--- src/rtl/fetch_line_pkg.sv ---
// Shared sizing defaults and helpers for the instruction-line fetch stage.
package fetch_line_pkg;

    localparam int XLEN_DEF     = 32;
    localparam int BUS_WID_DEF  = 64;
    localparam int FIFO_DEP_DEF = 2;

    // Width of a counter that must hold values 0..dep inclusive.
    function automatic int cnt_width(input int dep);
        return $clog2(dep) + 1;
    endfunction

endpackage

--- src/rtl/line_fifo.sv ---
// Synchronous FIFO of {err,data} fetch lines with single-cycle flush.
module line_fifo
    import fetch_line_pkg::*;
#(
    parameter int W   = BUS_WID_DEF + 1,
    parameter int DEP = FIFO_DEP_DEF
) (
    input  logic                       clk,
    input  logic                       rst,
    input  logic                       push,
    input  logic [W-1:0]               din,
    input  logic                       pop,
    input  logic                       flush,
    output logic                       empty,
    output logic [cnt_width(DEP)-1:0]  count,
    output logic [W-1:0]               head
);
    localparam int AW = $clog2(DEP);
    localparam int CW = cnt_width(DEP);
    localparam logic [CW-1:0] FULL = CW'(DEP);

    logic [W-1:0]  mem_q [DEP];
    logic [AW-1:0] wr_ptr_q, wr_ptr_d;
    logic [AW-1:0] rd_ptr_q, rd_ptr_d;
    logic [CW-1:0] count_q, count_d;
    logic          do_push, do_pop;

    assign do_pop  = pop & (count_q != '0) & ~flush;
    assign do_push = push & ~flush & ((count_q != FULL) | do_pop);

    always_comb begin
        wr_ptr_d = wr_ptr_q;
        rd_ptr_d = rd_ptr_q;
        count_d  = count_q;
        if (flush) begin
            wr_ptr_d = '0;
            rd_ptr_d = '0;
            count_d  = '0;
        end else begin
            if (do_push) wr_ptr_d = wr_ptr_q + AW'(1);
            if (do_pop)  rd_ptr_d = rd_ptr_q + AW'(1);
            count_d = count_q + CW'(do_push) - CW'(do_pop);
        end
    end

    always_ff @(posedge clk or negedge rst) begin
        if (!rst) begin
            wr_ptr_q <= '0;
            rd_ptr_q <= '0;
            count_q  <= '0;
        end else begin
            wr_ptr_q <= wr_ptr_d;
            rd_ptr_q <= rd_ptr_d;
            count_q  <= count_d;
        end
    end

    always_ff @(posedge clk) begin
        if (do_push) mem_q[wr_ptr_q] <= din;
    end

    assign head  = mem_q[rd_ptr_q];
    assign empty = (count_q == '0);
    assign count = count_q;

    // The upstream credit scheme must never offer a line to a full FIFO.
    assert property (@(posedge clk) disable iff (!rst)
        !(push && !flush && !do_pop && (count_q == FULL)));

endmodule

--- src/rtl/fetch_line.sv ---
// fetch_line: issues line-aligned instruction reads, drops stale responses after a jump,
// and presents one buffered line per cycle. Optional macro FETCH_ERR_HALT_EN halts fetch on error.
module fetch_line
    import fetch_line_pkg::*;
#(
    parameter int XLEN     = XLEN_DEF,
    parameter int BUS_WID  = BUS_WID_DEF,
    parameter int FIFO_DEP = FIFO_DEP_DEF
) (
    input  logic               clk,
    input  logic               rst,
    input  logic               jump_vld,
    input  logic [XLEN-1:0]    jump_pc,
    input  logic               buffer_free,
    output logic               imem_req,
    output logic [XLEN-1:0]    imem_addr,
    input  logic               imem_gnt,
    input  logic               imem_rvld,
    input  logic [BUS_WID-1:0] imem_rdata,
    input  logic               imem_rerr,
    output logic               line_vld,
    output logic [BUS_WID-1:0] line_data,
    output logic               line_err
);
    localparam int LB   = BUS_WID / 8;
    localparam int OFFW = $clog2(LB);
    localparam int CW   = cnt_width(FIFO_DEP);
    localparam logic [CW:0] DEP_LIM = (CW+1)'(FIFO_DEP);

    logic [XLEN-1:0]    fetch_addr_q, fetch_addr_d;
    logic [CW-1:0]      outstanding_q, outstanding_d;
    logic [CW-1:0]      drop_cnt_q, drop_cnt_d;
    logic               active_q, active_d;
    logic               line_vld_q, line_vld_d;
    logic [BUS_WID-1:0] line_data_q, line_data_d;
    logic               line_err_q, line_err_d;
    logic [CW-1:0]      fifo_count;
    logic               fifo_empty;
    logic [BUS_WID:0]   fifo_head;
    logic [CW:0]        in_use;
    logic               halted, accept, push, pop;
    logic [OFFW-1:0]    unused_jump_lsb;

    assign unused_jump_lsb = jump_pc[OFFW-1:0];

`ifdef FETCH_ERR_HALT_EN
    logic halt_q, halt_d;

    always_comb begin
        halt_d = halt_q;
        if (jump_vld)               halt_d = 1'b0;
        else if (push && imem_rerr) halt_d = 1'b1;
    end

    always_ff @(posedge clk or negedge rst) begin
        if (!rst) halt_q <= 1'b0;
        else      halt_q <= halt_d;
    end

    assign halted = halt_q;
`else
    assign halted = 1'b0;
`endif

    // Credit covers both requests in flight and lines parked in the FIFO.
    assign in_use    = {1'b0, outstanding_q} + {1'b0, fifo_count};
    assign imem_req  = active_q & ~jump_vld & ~halted & (in_use < DEP_LIM);
    assign imem_addr = fetch_addr_q;
    assign accept    = imem_req & imem_gnt;
    assign push      = imem_rvld & (drop_cnt_q == '0) & ~jump_vld;
    assign pop       = ~jump_vld & ~fifo_empty & buffer_free;

    line_fifo #(
        .W   (BUS_WID + 1),
        .DEP (FIFO_DEP)
    ) u_line_fifo (
        .clk   (clk),
        .rst   (rst),
        .push  (push),
        .din   ({imem_rerr, imem_rdata}),
        .pop   (pop),
        .flush (jump_vld),
        .empty (fifo_empty),
        .count (fifo_count),
        .head  (fifo_head)
    );

    always_comb begin
        active_d      = 1'b1;
        fetch_addr_d  = fetch_addr_q;
        outstanding_d = outstanding_q + CW'(accept) - CW'(imem_rvld);
        drop_cnt_d    = drop_cnt_q;
        line_vld_d    = pop;
        line_data_d   = line_data_q;
        line_err_d    = line_err_q;

        if (jump_vld)    fetch_addr_d = {jump_pc[XLEN-1:OFFW], {OFFW{1'b0}}};
        else if (accept) fetch_addr_d = fetch_addr_q + XLEN'(LB);

        // Everything still in flight at a jump belongs to the abandoned stream.
        if (jump_vld)                          drop_cnt_d = outstanding_q - CW'(imem_rvld);
        else if (imem_rvld && drop_cnt_q != '0) drop_cnt_d = drop_cnt_q - CW'(1);

        if (pop) begin
            line_data_d = fifo_head[BUS_WID-1:0];
            line_err_d  = fifo_head[BUS_WID];
        end
    end

    always_ff @(posedge clk or negedge rst) begin
        if (!rst) begin
            active_q      <= 1'b0;
            fetch_addr_q  <= '0;
            outstanding_q <= '0;
            drop_cnt_q    <= '0;
            line_vld_q    <= 1'b0;
            line_data_q   <= '0;
            line_err_q    <= 1'b0;
        end else begin
            active_q      <= active_d;
            fetch_addr_q  <= fetch_addr_d;
            outstanding_q <= outstanding_d;
            drop_cnt_q    <= drop_cnt_d;
            line_vld_q    <= line_vld_d;
            line_data_q   <= line_data_d;
            line_err_q    <= line_err_d;
        end
    end

    assign line_vld  = line_vld_q;
    assign line_data = line_data_q;
    assign line_err  = line_err_q;

endmodule

--- config.mk ---
export PLATFORM = sky130hd
export DESIGN_NAME = fetch_line
export DESIGN_NICKNAME = d
export VERILOG_FILES = /design/src/rtl/fetch_line_pkg.sv /design/src/rtl/line_fifo.sv /design/src/rtl/fetch_line.sv
export SDC_FILE = /design/constraint.sdc
export NUM_CORES = 1
export LEC_CHECK = 0
export BUFFER_PORTS_ARGS = -buffer_cell sky130_fd_sc_hd__buf_2
export CAP_MARGIN = 20
export CORE_MARGIN = 2
export CORE_UTILIZATION = 45
export CTS_BUF_LIST = sky130_fd_sc_hd__clkbuf_8
export DETAILED_ROUTE_END_ITERATION = 10
export GPL_TIMING_DRIVEN = 0
export PLACE_DENSITY = 0.73
export SYNTH_ARGS = -nofsm -noshare
export SYNTH_HDL_FRONTEND = slang
export SYNTH_HIERARCHICAL = 1
export SYNTH_SLANG_ARGS = --single-unit
--- constraint.sdc ---
create_clock -name clk -period 11.35 [get_ports clk]
set_input_delay 1.135 -clock clk [delete_from_list [all_inputs] [get_ports clk]]
set_output_delay 1.135 -clock clk [all_outputs]
set_load 0.005 [all_outputs]
* After elaboration in Yosys (flattened, before gate mapping)
Memories as Yosys holds them, arrays and structs flattened. A register that Yosys moved wholly into a read port is not among the register bits. Index checks and enable logic that the tools add are counted. Widths: inputs -> output; s select.
Storage, ports and cells: bits in registers 42, latch bits 0, memory bits (writable) 130, ROM bits 0, input bits 103, word-level logic and storage cells 56, memories kept 1
Memories:
- u_line_fifo.mem_q | words 2, width 65, read ports 1, clocked after memory_dff 1, wr ports 1, line line_fifo.sv:22 | logic [W-1:0] mem_q [DEP];
Cells by class: add/sub/neg operators 10, multipliers 0, div/mod/pow operators 0, $lt $le $gt $ge 1, eq/ne operators 1, shifts and indexed selects 0, mux-type cells 11, bitwise gates (word level) 14, reduce and logical (&&, ||, !) cells 10
Operators with widths (number):
- $mux 32 | 2
- $add 32x4->32 const B | 1
- $reduce_bool 2->1 | 6
- $and 1x1->1 | 11
- $mux 1 | 6
- $mux 2 | 3
- $sub 2x1->2 | 3
- $add 2x1->2 | 2
- $logic_not 2->1 | 2
- $add 2x2->3 | 1
- $lt 3x2->1 const B | 1
- $add 1x1->1 const B | 2
- $ne 2x2->1 const B | 1
- $not 1->1 | 2
- $sub 2x1->2 const B | 1
- $logic_and 1x1->1 | 1
- $logic_not 1->1 | 1
- $or 1x1->1 | 1

* Logic depth before layout (Yosys ltp)
depth after elaboration 11, gate-level depth with buffers 11, gate-level depth less buffers 10

* Modules after synthesis
The synthesis kept the hierarchy.
Modules (own cells, without submodules):
- line_fifo | times used 1, cells each 225, area an instance 4913.5 µm², sequential area each 4003.8 µm²
- fetch_line | times used 1, cells each 366, area an instance 4496.8 µm², sequential area each 2502.4 µm²

* Worst setup path before layout
No wires, ideal clock.
path type in2reg, start input jump_vld, end memory u_line_fifo/mem_q[0][0] (netlist bit) (enable), library setup time 0.489 ns, data arrival time 5.059 ns, data required time 10.861 ns, setup slack 5.802 ns, stages on the path 6, buffers on the path 2, cell sequence nor3b_1 clkbuf_1 buf_2 or3b_1 nand3b_1 nor2_1
On the way: word-level cells in the longest chain between the ends 9, elaborated cells between the ends (all ways) 11, classes of those cells 2 x mux; 9 x bitwise
RTL lines:
- start, declared | line fetch_line.sv:12 | input logic jump_vld,
- $not 1->1 | line fetch_line.sv:71 | assign pop = ~jump_vld & ~fifo_empty & buffer_free;
- $and 1x1->1 (2 in a row) | line fetch_line.sv:71
- via line_vld_d | line fetch_line.sv:34 | logic line_vld_q, line_vld_d;
- $and 1x1->1 (2 in a row) | line line_fifo.sv:28 | assign do_pop = pop & (count_q != '0) & ~flush;
- $or 1x1->1 | line line_fifo.sv:29 | assign do_push = push & ~flush & ((count_q != FULL) | do_pop);
- $and 1x1->1 | line line_fifo.sv:29
- $mux 1 | line line_fifo.sv:59 | if (do_push) mem_q[wr_ptr_q] <= din;
- $mux 1 (not written as such) | line line_fifo.sv:59
- end, declared | line line_fifo.sv:22
The timed path passes the listed nets, and every way through them passes these cells.

* Worst setup path after layout
start input jump_vld, end memory u_line_fifo/mem_q[1][21] (netlist bit) (enable)
The elaborated chain is that of the path after synthesis.

==> results.md <==
* CP delay by family, top: buffers and inverters
* Synth Cell Area at approximately 9400 um2
* Sequential area share after synthesis at 0.691
* Post-cts gate resize count at 0
* Largest family of logic cells by synthesized area: multiplexers
* Most common cell after layout, fill and taps aside: buf_2
* Synth Area in Compound Gates at 0.0278
* IO Count at roughly 200
* Maxcap violations at 0
* Layout Nets at about 950
* Worst path slowest cell: clkbuf_1
* Crit path DAT at 4270 ps
* Dominant cell type by area after synthesis: edfxtp_1
* Distinct cell type count after synthesis at between 50 and 60
* Internal power at ~1500 uW
* Vias post-DR at around 5.8k
* Clock power frac at 0.326
* Synth area leaders: edfxtp_1, dfrtp_1, mux2_2, nand2_1, xnor2_1
* Crit path required time at between 10,000 and 15,000 ps
* Hold WS at 490 ps
* Slew HR at 0.570
* Net Sw Frac at 0.252
* Final hold violations at 0
* CP Max Fanout at 29
* Seq pwr share at 0.524
* First-pass GRT wire length at ~31,000 um
* Final WL at ~20,000 um
* Switch Pwr at 517 uW
* DIE AREA at 22,100 um2
* Synthesized area per cell at about 16 um2
* CP endpoint kind: register
* Post-Synth Simple-Gate Area at 0.0689
* Starting DRT DRC Count at 364
* Pleak at between 0.004 and 0.005 uW
* Worst-path clk slew at around 60 ps
* Latest clock arrival within the worst-skew pair at 510 ps
* Maximum buffer depth of the clock tree at 3
* Gr ovfl total at 0
* Final GP Congestion at ~0.85
* H-Tree Depth at 2
* Cts hold-fix bufs at 0
* Final core utilization at 0.569
* TritonCTS clock tree: yes
* Largest net degree at the start of global routing at 57
* Final setup fails at 0
* EDFF count, synth at 130
* Fmax at between 0.2 and 0.25 GHz
* Die H at around 150 um
* Final ANT Viol Nets at 0
* Clk sinks at about 230
* Max VDD drop at between 0.1 and 0.15 mV
* Vias in the first global route at roughly 6k
* DRT Pass-1 Iters at 5
* Crit share post-route at 0.359
* Drc violations at 0
* CTS Buf Count at 40
* GRT Total Usage at 0.182
* Critical path cell sequence: buf_2 -> nor3b_1 -> clkbuf_1 -> buf_2 -> or3b_1 -> nand3b_1 -> nor2_4 -> buf_12 -> buf_12
* PortBufs at between 150 and 200
* Status: finished, final reports clean
* Avg Vias per Cell at between 5 and 6
* Crit path time final at slightly above 4000 ps
* Die width at around 150 um
* Setup TNS at 0 ps
* Top-area cell type share of the netlist area at 0.415
* Detailed placement HPWL at between 10,000 and 15,000 um
* Setup crit start kind: primary input
* Xor and xnor area share after synthesis at 0.0214
* Commonest non-fill, non-tap cells in the layout: buf_2, edfxtp_1, mux2_2
* Ys flop type: edfxtp_1
* Pins Over Slew Limit at 0
* WL/cell at 17.6 um
* Final WS setup at between 7000 and 8000 ps
* Fillers at approximately 1.6k
* CTS Root Buffer Type: clkbuf_8
* Worst Max-Slew Pin Slew at between 600 and 700 ps
* Crit-path max cell delay at between 500 and 600 ps
* Async set-reset flop share out of synthesis at 0.444
* Yosys warnings at 6
* Worst slack, placed at between 6000 and 7000 ps
* RSZ-0062 raised after global routing: false
* Power density over the cells at between 150 and 200 nW/um2
* Hold Path Class: reg2reg
* Initial antenna violation count at 4
* Initial Util at 0.462
* Cell row count at 52
* Adder-Cell Fraction of Synth Area at 0.0114
* Core area at approximately 20,000 um2
* Comb pwr share at 0.150
* CP bufs+invs at 5
* Post-CTS Setup Bufs at 0
* Critical path class: in2reg
* Multiplexer share of the synthesized area at 0.159
* Synth Instances at 591
* Post-synthesis sequential element count at 234
* Worst-case clock skew at about 19 ps
* Fraction of layout cells with a size suffix above 1 at 0.466
* Area Overhead vs Synth at 23.1%
## final cells by class
cell class | count | area (um2) | area share
sequential | 234 | 6510 | 0.562
tap | 270 | 338 | 0.0292
clock inverter | 28 | 113 | 0.00972
antenna | 2 | 5.00 | 0.000432
clock buffer | 44 | 606 | 0.0523
inverter | 10 | 37.5 | 0.00324
multi-input combinational | 323 | 2750 | 0.237
buffer | 26 | 144 | 0.0124
timing repair buffer | 200 | 1090 | 0.0941
## layer usage
layer  up-vias  part of all wire  global-route usage
met5         -            0.0012                   0
met4         4             0.038              0.0852
met3        55             0.055              0.0411
met2       183              0.50               0.305
met1      2900              0.40               0.224
li1       2698                 -                   -
## synthesized netlist by cell type, types with 8 or more instances
| cell | number |
|---|---|
| nor2_1 | 14 |
| inv_1 | 10 |
| o211ai_1 | 8 |
| xnor2_1 | 15 |
| buf_2 | 10 |
| mux2_1 | 11 |
| nand2_1 | 43 |
| mux2_2 | 121 |
| nand4_1 | 13 |
| nand3_1 | 14 |
| dfrtp_1 | 104 |
| xor2_1 | 8 |
| o21ai_0 | 12 |
| edfxtp_1 | 130 |
## flip-flops by register name, indices dropped and copies added, names as in the netlist
name / flops
active_q: 1
drop_cnt_q: 2
imem_addr: 29
line_data: 64
line_err: 1
line_vld: 1
outstanding_q: 2
u_line_fifo/count: 2
u_line_fifo/mem_q: 130
u_line_fifo/rd_ptr_q: 1
u_line_fifo/wr_ptr_q: 1
## power groups by stage
stage / clock [uW] / sequential [uW] / combinational (uW)
global placement: 0 / 1090 / 298
finish: 668 / 1070 / 308
CTS: 692 / 1070 / 315
detailed placement: 0 / 1090 / 314
global route: 730 / 1090 / 339
floorplan: 0 / 1090 / 142
## metrics by stage
| stage | std cells | instance area (um2) | power [uW] |
|---|---|---|---|
| 4_1_cts | 1135 | 11600 | 2080 |
| 2_1_floorplan | 593 | 9420 | 1230 |
| 3_3_place_gp | 1058 | 10700 | 1390 |
| 6_report | 1137 | 11600 | 2050 |
| 5_1_grt | 1137 | 11600 | 2160 |
| 3_5_place_dp | 1063 | 10900 | 1400 |
## logic make-up (layout without fill, tap and decap cells)
logic type | count (synthesis) | count (layout)
multiplexers | 133 | 133
flip-flops | 234 | 234
buffers and inverters | 36 | 308
AND/OR/NAND/NOR | 117 | 117
XOR/XNOR | 23 | 23
other | 2 | 6
AO/OA/AOI/OAI | 38 | 38
adder cells (fa/ha/maj) | 8 | 8
## final timing paths
path                                 startpoint  depth (start not counted)  slack (ps)                       end
max in group asynchronous                   rst                          2       10100             imem_addr[27]
min in group asynchronous                   rst                          1         580             line_data[12]
hold reg to reg                   line_data[25]                          1         490             line_data[25]
setup / recovery                       jump_vld                          9        7270  u_line_fifo/mem_q[1][21]
setup reg to reg           u_line_fifo/count[1]                          9        7600  u_line_fifo/mem_q[1][21]
hold / removal                    line_data[25]                          1         490             line_data[25]
(Power assumes the default switching activity.)
